### src/rtl/fb_rect_writer.sv
// Rectangle fill engine for a 1-bpp framebuffer: one byte write per clock, raster order.
// Commands arrive over valid/ready; hold stalls the write stream without losing position.
module fb_rect_writer #(
    parameter int X_W = 4,
    parameter int Y_W = 7
) (
    input  logic               clk,
    input  logic               rst,
    input  logic               cmd_valid,
    output logic               cmd_ready,
    input  logic [1:0]         cmd_op,
    input  logic [X_W-1:0]     cmd_x0,
    input  logic [X_W-1:0]     cmd_x1,
    input  logic [Y_W-1:0]     cmd_y0,
    input  logic [Y_W-1:0]     cmd_y1,
    input  logic [7:0]         cmd_data,
    input  logic               hold,
    output logic               wr_en,
    output logic [X_W+Y_W-1:0] wr_addr,
    output logic [7:0]         wr_data,
    output logic               busy,
    output logic               done
);
    typedef enum logic {IDLE, RUN} state_t;

    localparam logic [1:0] OP_CLEAR  = 2'b01;
    localparam logic [1:0] OP_STRIPE = 2'b10;
    localparam logic [1:0] OP_RSVD   = 2'b11;

    state_t         state, state_next;
    logic [X_W-1:0] x0_r, x1_r, cur_x;
    logic [Y_W-1:0] y1_r, cur_y;
    logic [7:0]     fill_r;
    logic           stripe_r;
    logic           fin;

    logic           accept, empty, issue, last_pos, wrap_x, stripe_sel;
    logic [X_W-1:0] sx0, sx1, pos_x, base_x0, lim_x1, nxt_x;
    logic [Y_W-1:0] sy0, sy1, pos_y, lim_y1, nxt_y;
    logic [7:0]     fill_sel, wdata;

    assign cmd_ready = (state == IDLE) && !rst;
    assign accept    = cmd_valid && cmd_ready;

    // CLEAR is simply a RECT spanning the whole framebuffer.
    assign sx0   = (cmd_op == OP_CLEAR) ? '0 : cmd_x0;
    assign sx1   = (cmd_op == OP_CLEAR) ? '1 : cmd_x1;
    assign sy0   = (cmd_op == OP_CLEAR) ? '0 : cmd_y0;
    assign sy1   = (cmd_op == OP_CLEAR) ? '1 : cmd_y1;
    assign empty = (cmd_op == OP_RSVD) || (sx0 > sx1) || (sy0 > sy1);

    // The first write is issued straight from the command fields on the acceptance edge.
    assign pos_x      = (state == IDLE) ? sx0 : cur_x;
    assign pos_y      = (state == IDLE) ? sy0 : cur_y;
    assign base_x0    = (state == IDLE) ? sx0 : x0_r;
    assign lim_x1     = (state == IDLE) ? sx1 : x1_r;
    assign lim_y1     = (state == IDLE) ? sy1 : y1_r;
    assign fill_sel   = (state == IDLE) ? cmd_data : fill_r;
    assign stripe_sel = (state == IDLE) ? (cmd_op == OP_STRIPE) : stripe_r;

    assign issue    = (state == IDLE) ? (accept && !empty) : (!fin && !hold);
    assign wrap_x   = (pos_x == lim_x1);
    assign last_pos = wrap_x && (pos_y == lim_y1);
    assign nxt_x    = wrap_x ? base_x0 : pos_x + X_W'(1);
    assign nxt_y    = wrap_x ? pos_y + Y_W'(1) : pos_y;
    assign wdata    = fill_sel ^ {8{stripe_sel & pos_y[0]}};

    always_comb begin
        state_next = state;
        case (state)
            IDLE:    if (accept && !empty) state_next = RUN;
            RUN:     if (fin) state_next = IDLE;
            default: state_next = IDLE;
        endcase
    end

    always_ff @(posedge clk) begin
        if (rst) state <= IDLE;
        else     state <= state_next;
    end

    always_ff @(posedge clk) begin
        if (rst) begin
            wr_en    <= 1'b0;
            wr_addr  <= '0;
            wr_data  <= '0;
            busy     <= 1'b0;
            done     <= 1'b0;
            fin      <= 1'b0;
            cur_x    <= '0;
            cur_y    <= '0;
            x0_r     <= '0;
            x1_r     <= '0;
            y1_r     <= '0;
            fill_r   <= '0;
            stripe_r <= 1'b0;
        end else begin
            wr_en <= issue;
            done  <= 1'b0;
            if (issue) begin
                wr_addr <= {pos_y, pos_x};
                wr_data <= wdata;
                cur_x   <= nxt_x;
                cur_y   <= nxt_y;
                fin     <= last_pos;
            end
            if (state == IDLE && accept) begin
                x0_r     <= sx0;
                x1_r     <= sx1;
                y1_r     <= sy1;
                fill_r   <= cmd_data;
                stripe_r <= (cmd_op == OP_STRIPE);
                busy     <= !empty;
                done     <= empty;
            end
            // fin means the final write is on the bus this cycle; wrap up on this edge.
            if (state == RUN && fin) begin
                busy <= 1'b0;
                done <= 1'b1;
                fin  <= 1'b0;
            end
        end
    end
endmodule

### config.mk
export PLATFORM = sky130hd
export DESIGN_NAME = fb_rect_writer
export DESIGN_NICKNAME = d
export VERILOG_FILES = /design/src/rtl/fb_rect_writer.sv
export SDC_FILE = /design/constraint.sdc
export NUM_CORES = 1
export LEC_CHECK = 0
export CORE_MARGIN = 10
export CORE_UTILIZATION = 47
export DETAILED_ROUTE_END_ITERATION = 16
export HOLD_SLACK_MARGIN = 0.05
export PLACE_DENSITY = 0.73
export REMOVE_ABC_BUFFERS = 1
export SYNTH_ARGS = -nofsm -noshare
export SYNTH_HDL_FRONTEND = slang
export SYNTH_SLANG_ARGS = --single-unit
### constraint.sdc
create_clock -name clk -period 7.3 [get_ports clk]
set_input_delay 1.46 -clock clk [delete_from_list [all_inputs] [get_ports clk]]
set_output_delay 1.46 -clock clk [all_outputs]
set_load 0.02 [all_outputs]
**Word-level counts from Yosys, hierarchy flattened**

Cells that the tools add are included.
Widths: inputs -> output; s select.

- Add/sub/neg operators: 2
- Magnitude comparators: 2
- Equal/unequal tests: 5
- Mux-type cells: 19
- Bitwise gates (word level): 3
- Reduce and logical (&&, ||, !) cells: 14

Operators by type and width:

| kind | count |
|---|---|
| $mux 7 | 5 |
| $mux 4 | 6 |
| $mux 8 | 1 |
| $xor 8x8->8 | 1 |
| $add 7x1->7 const B | 1 |
| $eq 7x7->1 | 1 |
| $gt 7x7->1 | 1 |
| $logic_and 1x1->1 | 7 |
| $mux 1 | 6 |
| $add 4x1->4 const B | 1 |
| $eq 2x2->1 const B | 2 |
| $eq 4x4->1 | 1 |
| $gt 4x4->1 | 1 |
| $logic_not 1->1 | 4 |
| $eq 2x1->1 const B | 1 |
| $logic_or 1x1->1 | 2 |
| $pmux 1 s2 | 1 |
| $reduce_or 2->1 | 1 |
| $and 1x1->1 | 1 |
| $not 1->1 | 1 |

- Register bits after elaboration: 59
- Output and inout bits: 23
- Word-level logic and storage cells: 59

**Depth between registers and ports, before layout**

- Word-level depth: 9
- Depth in mapped cells: 14
- Mapped depth without buffers: 10

**Least setup slack after synthesis**

OpenSTA, ideal clock, no wires.

- Kind: input-to-reg
- Start point: input cmd_op[0]
- End point: register cur_y[4]
- Library setup time: 0.084 ns
- Arrival: 3.832 ns
- Data required time: 7.216 ns
- Setup slack: 3.384 ns
- Stages: 13
- Buffers on the path: 4
- Cells stage by stage: or2b_1 buf_2 clkbuf_1 and2_1 ha_1 a21oi_1 o21ai_0 a22oi_1 a31o_2 buf_2 buf_1 nand2_1 o31ai_2

- Word-level cells in the longest chain between the ends: 8
- Elaborated cells on any way between the ends: 19
- Those cells by class: add/sub (1); order compare (2); eq/ne (3); mux (9); reduce/logical (4)

RTL lines:

| element | line | text |
|---|---|---|
| from (decl) | 11 | `input logic [1:0] cmd_op,` |
| $eq 2x1->1 * | 46 | `assign sx0 = (cmd_op == OP_CLEAR) ? '0 : cmd_x0;` |
| $mux 4 * | 46 |  |
| via sx0[3] | 38 | `logic [X_W-1:0] sx0, sx1, pos_x, base_x0, lim_x1, nxt_x;` |
| $gt 4x4->1 | 50 | `assign empty = (cmd_op == OP_RSVD) \|\| (sx0 > sx1) \|\| (sy0 > sy1);` |
| $logic_or 1x1->1 (2 in a row) | 50 |  |
| $logic_not 1->1 | 61 | `assign issue = (state == IDLE) ? (accept && !empty) : (!fin && !hold);` |
| $logic_and 1x1->1 | 61 |  |
| $mux 1 | 61 |  |
| to (signal assigned) | 104 | `cur_y <= nxt_y;` |
| to (decl) | 32 | `logic [Y_W-1:0] y1_r, cur_y;` |

Mark *: on every way through the listed nets, which the timed path passes. The rest lies on a longest branch.
A chain may end at the register's enable or synchronous reset.

**Worst setup path in the final report**

- Start point: input cmd_op[0]
- End point: register cur_y[5]

- Word-level cells in the longest chain between the ends: 8
- Elaborated cells on any way between the ends: 19
- Those cells by class: add/sub (1); order compare (2); eq/ne (3); mux (9); reduce/logical (4)

RTL lines:

| element |
|---|
| branches (longest 8 deep; another with $gt 7x7->1) |

Parallel ways; which one is timed is not known.

==> reports/results.ini <==
[grt]
grt_pass1_wl_microns=13500
grt-ovfl-total=0
grt_max_degree=62
antenna_found_initial=0
grt_usage_pct=15.0
grt_pass1_vias=2791

[pwr]
switching_power_uw=282
p_seq_share_pct=41.2
ir_drop_v=0.000133
intPower_uw=637
p_comb_share_pct=26.3
power.total_uw=920
clkPwrFrac_pct=32.5
switching_share_pct=30.7
p_leak_nw=1.54
p_per_area_nw_per_um2=225

[route]
firstDrtPassIters=6
routed_wl_microns=8170
dr.first_iter.drc_count=153
wire_per_inst_microns=14.7
drt.antenna.violating_nets=0
route.detailed.drc=0
vias=2915
via_per_inst=5.24

[placed_design]
gp_congestion=0.832
place_ws_ns=2.30
placed_area_sq_um=3890
port_buffers=58
place_hpwl_microns=5610

[logic_synthesis]
netlist-cell-type-count=43
yosys-top-cells-area=dfxtp_1, nor2_1, nand2_1
synth_edf_count=0
synthArstFlopShare_pct=0
synth_top_area_share_pct=35.7
synth_area_per_cell_sq_um=8.04
syn_area_sq_um=3310
yosys_warnings=0
syn_inst=412
synth_ff_type=dfxtp_1
ys_seq_area_share_pct=35.7
synth_seq_cells=59
yosys.area.top_type=dfxtp_1

[sta]
max-slew-margin-rel_pct=28.2
setup_viol=0
max_freq_mhz=215
rsz0062_at_grt=false
slew_violations=0
fin_crit_sh_pct=63.7
worst_slack_ns=2.65
hold_viol=0
finalSetupTns_ns=0
fin_crit_ns=4.65
timing.hold.ws_ns=0.452
tightest_slew_ns=1.07
skew_ns=0.00424

[worst_setup_path]
cp.arrival_ns=4.91
path_class=in -> reg
path_max_fanout=38
cp-end-kind=register
cpPeakStageDelay_ns=0.77
cp.buffers_inverters=1
slowest_stage=a31o_2
path_delay_family=compound AO/OA/AOI/OAI gates
path_common_cell=o21ai_0
startpoint_type=primary input
path_cells=clkdlybuf4s50_1, or2b_1, and2_1, ha_1, nor2b_1, o21ai_0, a21oi_1, o22ai_1, a31o_2, nand2b_1, o21ai_0
worstPathRequired_ns=7.56

[clock_tree]
cts_buffers=9
cts_tree=done
cts_buffer_depth=2
cts_sinks=59
cts_root_buf=clkbuf_8
post-cts-setup-buffer-count=0
cts_hold_buf=0
h-tree-depth=3
insertion_delay_ns=0.34
cts.clk_slew.worst_paths_ns=0.06
cts_resized=0

[layout]
areaGrowthSynthToFinish_pct=23.5
drive_gt1_share_pct=7.39
final_nets=505
stdcell_area_sq_um=4090
nFillCells=642
n_antenna_cell=0

[die]
pin_count=59
die_w_microns=104
row_count=30
die_h_microns=104
start_util_pct=48.5
dieArea_sq_um=10800
fp.coreArea_sq_um=6830

[hold_path]
hp-class=reg -> reg

[run_status]
status=completed

[run]
drv_cap=0

## final cells by class
type | instances | area, sq um | area share (%)
clock buffers | 13 | 159 | 3.89
clock inverters | 2 | 35.0 | 0.857
inverters | 7 | 26.3 | 0.643
repair buffers | 62 | 606 | 14.8
multi-input cells | 317 | 1960 | 47.9
flip-flops and latches | 59 | 1180 | 28.9
well taps | 96 | 120 | 2.94
## stage by stage
step                instances  utilization [%]
floorplan                 383                -
global placement          541             57.0
detailed placement        541             57.0
CTS                       556             59.8
global route              556             59.8
finish                    556             59.8
## Yosys cell counts, types with 2 or more instances
master and instances:
nor2_1 63, inv_1 7, a22oi_1 3, nor2b_1 7, buf_1 4, a31oi_1 2
nand2_1 47, xor2_1 18, nand4_1 6, a21oi_1 28, nand3b_1 4, nor3_1 16
a22o_1 2, o22ai_1 2, o31ai_1 3, buf_6 4, buf_2 6, ha_1 13
xnor2_1 12, nand2b_1 11, o21ai_0 10, o211ai_1 4, or2b_1 2, a211oi_2 2
mux2_2 4, o21ai_2 2, and2_1 9, a211oi_1 17, dfxtp_1 59, nand3_1 8
o31ai_2 2, mux2i_1 10, clkbuf_1 15
## worst min-delay path, cell delays in order (launching register included)
cell     delay, ns
dfxtp_1       0.31
nand2_1       0.05
a21oi_1       0.05
## flip-flops by register name (all words and copies together), names as in the netlist, 4 cells and up
register	cells
fill_r	8
x1_r	4
wr_data	8
cur_y	7
x0_r	4
y1_r	7
wr_addr	11
cur_x	4
## routing by layer
layer / vias up / GRT usage, % / routed length [microns]
li1: 1496 / - / -
met1: 1342 / 17.8 / 3670
met2: 68 / 24.7 / 4010
met3: 9 / 4.77 / 377
met4: 0 / 5.47 / 106
met5: - / 0 / 0
## power by group through the flow
stage	clock network [mW]	registers (mW)	logic, mW
after floorplan	0	0.397	0.138
after global placement	0	0.385	0.238
after detailed placement	0	0.386	0.242
after CTS	0.308	0.379	0.244
after global routing	0.324	0.384	0.268
final	0.299	0.379	0.242
## path summary, 6_finish.rpt
check        slack [ns]  cells past startpoint        to      start
max                2.65                     11  cur_y[5]  cmd_op[0]
max reg2reg        4.05                      7  cur_y[5]      state
min reg2reg        0.45                      2  cur_x[3]   cur_x[3]
min                0.45                      2  cur_x[3]   cur_x[3]
## cell usage in the layout (no fill, tap or decap), types with 10 or more instances in the layout
master	count
clkbuf_8	11
mux2i_1	10
xor2_1	18
ha_1	13
nand2b_1	11
a211oi_1	17
nor3_1	16
nor2_1	63
clkdlybuf4s50_1	57
a21oi_1	28
o21ai_0	10
xnor2_1	12
dfxtp_1	58
nand2_1	47
## cells by family (layout without fill, tap and decap cells)
group / after synthesis / count (layout) / share of synthesized area [%]
flip-flops: 59 / 59 / 35.7
AND/OR/NAND/NOR: 176 / 176 / 24.8
buffers and inverters: 36 / 84 / 5.22
adder cells (fa/ha/maj): 13 / 13 / 4.91
AO/OA/AOI/OAI: 83 / 83 / 16.6
XOR/XNOR: 31 / 31 / 8.43
multiplexers: 14 / 14 / 4.38
No activity file was read; power rests on OpenSTA's default activity.
